## config.mk

```make
export PLATFORM = sky130hd
export DESIGN_NAME = adder_4bit
export DESIGN_NICKNAME = d
export VERILOG_FILES = /design/src/rtl/adder_4bit.sv
export SDC_FILE = /design/constraint.sdc
export NUM_CORES = 1
export LEC_CHECK = 0
export ABC_AREA = 1
export CORE_MARGIN = 2
export CORE_UTILIZATION = 25
export DETAILED_ROUTE_END_ITERATION = 7
export PLACE_DENSITY = 0.55
export SLEW_MARGIN = 20
export SYNTH_ARGS = -nofsm -noshare
export SYNTH_HDL_FRONTEND = slang
export SYNTH_SLANG_ARGS = --single-unit
```

## constraint.sdc

```tcl
create_clock -name clk -period 2.34 [get_ports clk]
set_clock_uncertainty 0.15 [all_clocks]
set_input_delay 0.585 -clock clk [delete_from_list [all_inputs] [get_ports clk]]
set_output_delay 0.585 -clock clk [all_outputs]
set_load 0.1 [all_outputs]
```

## src/rtl/adder_4bit.sv

```systemverilog
// Registered WIDTH-bit ripple-carry adder with carry-in, carry-out,
// signed-overflow and zero flags. One-cycle latency, one op per cycle.
module adder_4bit #(
  parameter int unsigned WIDTH = 4
) (
  input  logic             clk,
  input  logic             rst_n,
  input  logic             in_valid,
  input  logic [WIDTH-1:0] A,
  input  logic [WIDTH-1:0] B,
  input  logic             Cin,
  output logic [WIDTH-1:0] Sum,
  output logic             Cout,
  output logic             Ovf,
  output logic             Zero,
  output logic             out_valid
);

  // Carry chain: carry[0] is the carry-in, carry[WIDTH] the MSB carry-out.
  logic [WIDTH:0]   carry_c;
  logic [WIDTH-1:0] sum_c;
  logic             ovf_c;
  logic             zero_c;

  assign carry_c[0] = Cin;

  // One full-adder cell per bit, rippling the carry upward.
  for (genvar i = 0; i < WIDTH; i++) begin : g_fa_cell
    assign sum_c[i]     = A[i] ^ B[i] ^ carry_c[i];
    assign carry_c[i+1] = (A[i] & B[i]) | (A[i] & carry_c[i]) | (B[i] & carry_c[i]);
  end

  // Signed overflow: carry into the MSB differs from carry out of it.
  // For WIDTH = 1 the carry into the MSB is Cin itself.
  assign ovf_c  = carry_c[WIDTH] ^ carry_c[WIDTH-1];
  assign zero_c = (sum_c == '0);

  // Output registers: capture on valid, hold otherwise; reset shows a zero result.
  always_ff @(posedge clk or negedge rst_n) begin
    if (!rst_n) begin
      Sum       <= '0;
      Cout      <= 1'b0;
      Ovf       <= 1'b0;
      Zero      <= 1'b1;
      out_valid <= 1'b0;
    end else begin
      out_valid <= in_valid;
      if (in_valid) begin
        Sum  <= sum_c;
        Cout <= carry_c[WIDTH];
        Ovf  <= ovf_c;
        Zero <= zero_c;
      end
    end
  end

endmodule

```

Yosys cells after proc, flatten, opt, wreduce, memory -nomap -nowiden

Index checks and enable logic that the tools add are counted.

Bitwise logic cells: 29
Reduce and logical (&&, ||, !) cells: 1

Operators by type and width:

| operator          | number |
|---|---|
| 1-bit AND         | 12 |
| 1-bit XOR         | 9 |
| 1-bit bitwise OR  | 8 |
| 4-bit logical NOT | 1 |

Logic and storage cells: 35
Bits of input ports: 12
Flip-flop bits (word level): 8

Longest topological paths before layout

Depth after elaboration: 13
Gate-level depth with buffers: 9

Worst setup path after synthesis

Ideal clock, no wire load.

Kind: input -> register
Start point: input A[0]
End point: register Zero
Path buffers: 0
Data arrival time: 2.454 ns
Stages on the path: 9
Slack: -0.340 ns
Cells stage by stage: fa_1 -> fa_1 -> fa_1 -> inv_1 -> fa_1 -> inv_1 -> nor2_1 -> nand3_1 -> nand2_1

Longest elaborated chain between the ends: 11
Elaborated cells between the ends (all ways): 18

RTL lines:

| element                        | line | text |
|---|---|---|
| start: declaration             | 9    | `input logic [WIDTH-1:0] A,` |
| 1-bit AND                      | 30   | `assign carry_c[i+1] = (A[i] & B[i]) \| (A[i] & carry_c[i]) \| (B[i] & carry_c[i]);` |
| 1-bit bitwise OR (2 in series) | 30   |  |
| 1-bit AND                      | 30   |  |
| 1-bit bitwise OR (2 in series) | 30   |  |
| 1-bit AND                      | 30   |  |
| 1-bit bitwise OR (2 in series) | 30   |  |
| 1-bit XOR                      | 29   | `assign sum_c[i] = A[i] ^ B[i] ^ carry_c[i];` |
| 4-bit logical NOT (*)          | 36   | `assign zero_c = (sum_c == '0);` |
| end signal: assignment         | 52   | `Zero <= zero_c;` |
| end: declaration               | 15   | `output logic Zero,` |

Every way passes the cells marked *; elsewhere a longest branch is shown, timed or not.
A chain may end at the register's enable or synchronous reset.

Final worst setup path

Start point: input Cin
End point: register Zero

Longest elaborated chain between the ends: 11
Elaborated cells between the ends (all ways): 17

RTL lines:

| element                        | line | text |
|---|---|---|
| start: declaration             | 11   | `input logic Cin,` |
| 1-bit AND                      | 30   |  |
| 1-bit bitwise OR (2 in series) | 30   |  |
| 1-bit AND                      | 30   |  |
| 1-bit bitwise OR (2 in series) | 30   |  |
| 1-bit AND                      | 30   |  |
| 1-bit bitwise OR (2 in series) | 30   |  |
| 1-bit XOR                      | 29   |  |
| 4-bit logical NOT (*)          | 36   |  |

Marked as above.

==> impl_metrics.yaml <==
layout:
  layout_common_cells: "nand2_1 (17), buf_4 (8), dfrtp_1 (7), clkdlybuf4s50_1 (7), inv_1 (4)"
  fillCellCount: 166
  final_area_um2: 633
  nets: 82
  multi_input_area_um2: 183
  seq_area_um2: 201
  drive_gt1_frac: 0.338
  area_growth_pct: 58.6
  layout_commonest_cell: "nand2_1"
  antennaDiodeCount: 0
setup_path:
  critPathKind: "in -> reg"
  required_ps: 2370
  crit_path_end_kind: "register"
  cp-start-kind: "input pin"
  worstPathArrival_ps: 2460
  crit_fanout: 2
place:
  dpl_cell_area_um2: 617
  place_congestion: 0.700
  dp_slack_ps: -782
  detailed_place_hpwl_um: 644
  port_buffers: 19
global_routing:
  grt_pass1_wl_um: 1390
  grt_max_degree: 10
  gr-usage-all-layers: 0.100
  grt_overflow: 0
  grt_pass1_vias: 340
  antenna_found_initial: 0
timing:
  finalSetupViolCount: 2
  worst_slack_ps: -83.9
  fin_setup_tns_ps: -92.8
  worst_pin_slew_ps: 350
  period_needed_ps: 2420
  rsz0062_at_grt: "yes"
  drv_slew: 0
  hold_viol_final: 0
  max_freq_ghz: 0.413
  relSlewSlack: 0.766
  period_share: 1.04
synthesis:
  synth_top_area_frac: 0.439
  yosys.area_share.xor_xnor: 0
  synthCells: 41
  synth_cell_types: 10
  yosys.area_share.simple: 0.204
  synthAdderAreaFrac: 0.201
  ys_ff_latch: 8
  avgSynthCellArea_um2: 9.73
  synth_mux_area_frac: 0
  synth_compound_area_frac: 0.0345
  synth_area_leaders: "dfrtp_1 (44%), fa_1 (20%), nand2_1 (16%)"
  synth_top_family_by_area: "simple AND/OR/NAND/NOR gates"
  ys_seq_area_frac: 0.505
  synth_area_um2: 399
  yosysWarnings: 0
  synth_nets: 57
  yosysTopAreaCell: "dfrtp_1"
die:
  die-area_um2: 1930
  core_area_um2: 1510
  rows: 14
  start_util: 0.265
  die_w_um: 44.0
  ioPinCount: 20
  die_y_um: 44.0
detailed_routing:
  first_pass_iters: 4
  wl_um: 745
  drt-initial-drc-count: 12
  routedWlPerCell_um: 9.20
  via_count: 329
  ant_nets: 0
  via_per_inst: 4.06
  drc: 0
clocking:
  clk_pin_slew_worst_paths_ps: 60
  hold_buffers: 0
  clockRootBuffer: "clkbuf_4"
  numCtsBuffers: 3
  cts_max_level: 1
  cts_tree: "done"
  cts_max_path_buffers: 2
  post_cts_buffers: 0
  cts.sinks: 8
  clkLatencyLatePin_ps: 250
status:
  violations: "negative setup slack"
  status: "finished, violations left"
pwr:
  p_leak_nw: 0.319
  power_per_cell_area_nw_per_um2: 844
  ir_drop_mv: 0.248
flow_run:
  cap_violations: 0
hold_path:
  hp-class: "reg -> reg"
-- per-stage QoR --
stage,power (mW),utilization,cells,hold slack (ps)
5_1_grt,0.564,0.420,81,359
6_report,0.535,0.420,81,321
3_3_place_gp,0.430,0.409,77,311
2_1_floorplan,0.356,-,41,139
3_5_place_dp,0.431,0.409,77,313
4_1_cts,0.544,0.420,81,327
-- cells in the mapped netlist --
master	number
inv_2	1
nand2_1	17
dfrtp_1	7
o21ai_2	1
dfstp_2	1
fa_1	4
inv_1	5
nor2_1	2
nand3_1	2
o21ai_1	1
-- logic make-up after synthesis --
| family | Yosys count |
|---|---|
| AO/OA/AOI/OAI | 2 |
| AND/OR/NAND/NOR | 21 |
| buffers and inverters | 6 |
| adder cells (fa/ha/maj) | 4 |
| flip-flops | 8 |
-- routing by layer --
| layer | share of wire | GRT usage |
|---|---|---|
| met5 | 0 | 0 |
| met4 | 0.026 | 0.109 |
| met3 | 0.067 | 0.00417 |
| met2 | 0.47 | 0.147 |
| met1 | 0.43 | 0.124 |
-- final timing paths --
check / slack [ps] / depth (start not counted) / from / end
worst max register to register: 1460 / 2 / Zero / Zero
min in group asynchronous: 460 / 1 / rst_n / Ovf
max in group asynchronous: 1280 / 1 / rst_n / Zero
worst min register to register: 320 / 2 / Sum[2] / Sum[2]
worst min-delay path: 320 / 2 / Sum[2] / Sum[2]
worst max-delay path: -80 / 10 / Cin / Zero
-- sequential cells by signal, summed over array words and instances, names as in the netlist --
name	flops
out_valid	1
Cout	1
Ovf	1
Sum	4
Zero	1
-- area by class of cell --
type,count,share of cell area
repair buffers,20,0.285
flip-flops and latches,8,0.318
multi-input cells,27,0.289
inverters,6,0.0356
clock buffers,4,0.0415
well taps,16,0.0316
-- critical path: stages --
cell     delay [ps]
buf_6            90
fa_2            380
fa_2            340
fa_2            350
inv_2            70
fa_1            420
inv_1            70
nor2_1           30
nand3_1          50
nand2_1          60
-- power breakdown --
part           total [mW]  leakage [nW]  switching, mW  internal, mW
clock               0.112        0.0150         0.0465        0.0652
sequential          0.170        0.0949         0.0109         0.159
combinational       0.253         0.209          0.186        0.0671
total               0.535         0.319          0.243         0.291
-- what timing repair did --
| action | CTS | global route |
|---|---|---|
| gates resized for setup | 14 | 0 |
| pin swaps | 5 | 1 |
| setup endpoints to repair | 5 | 2 |
| endpoints found under the hold margin | 0 | 0 |
| gates cloned | 0 | 0 |
No activity file was read; power rests on OpenSTA's default activity.
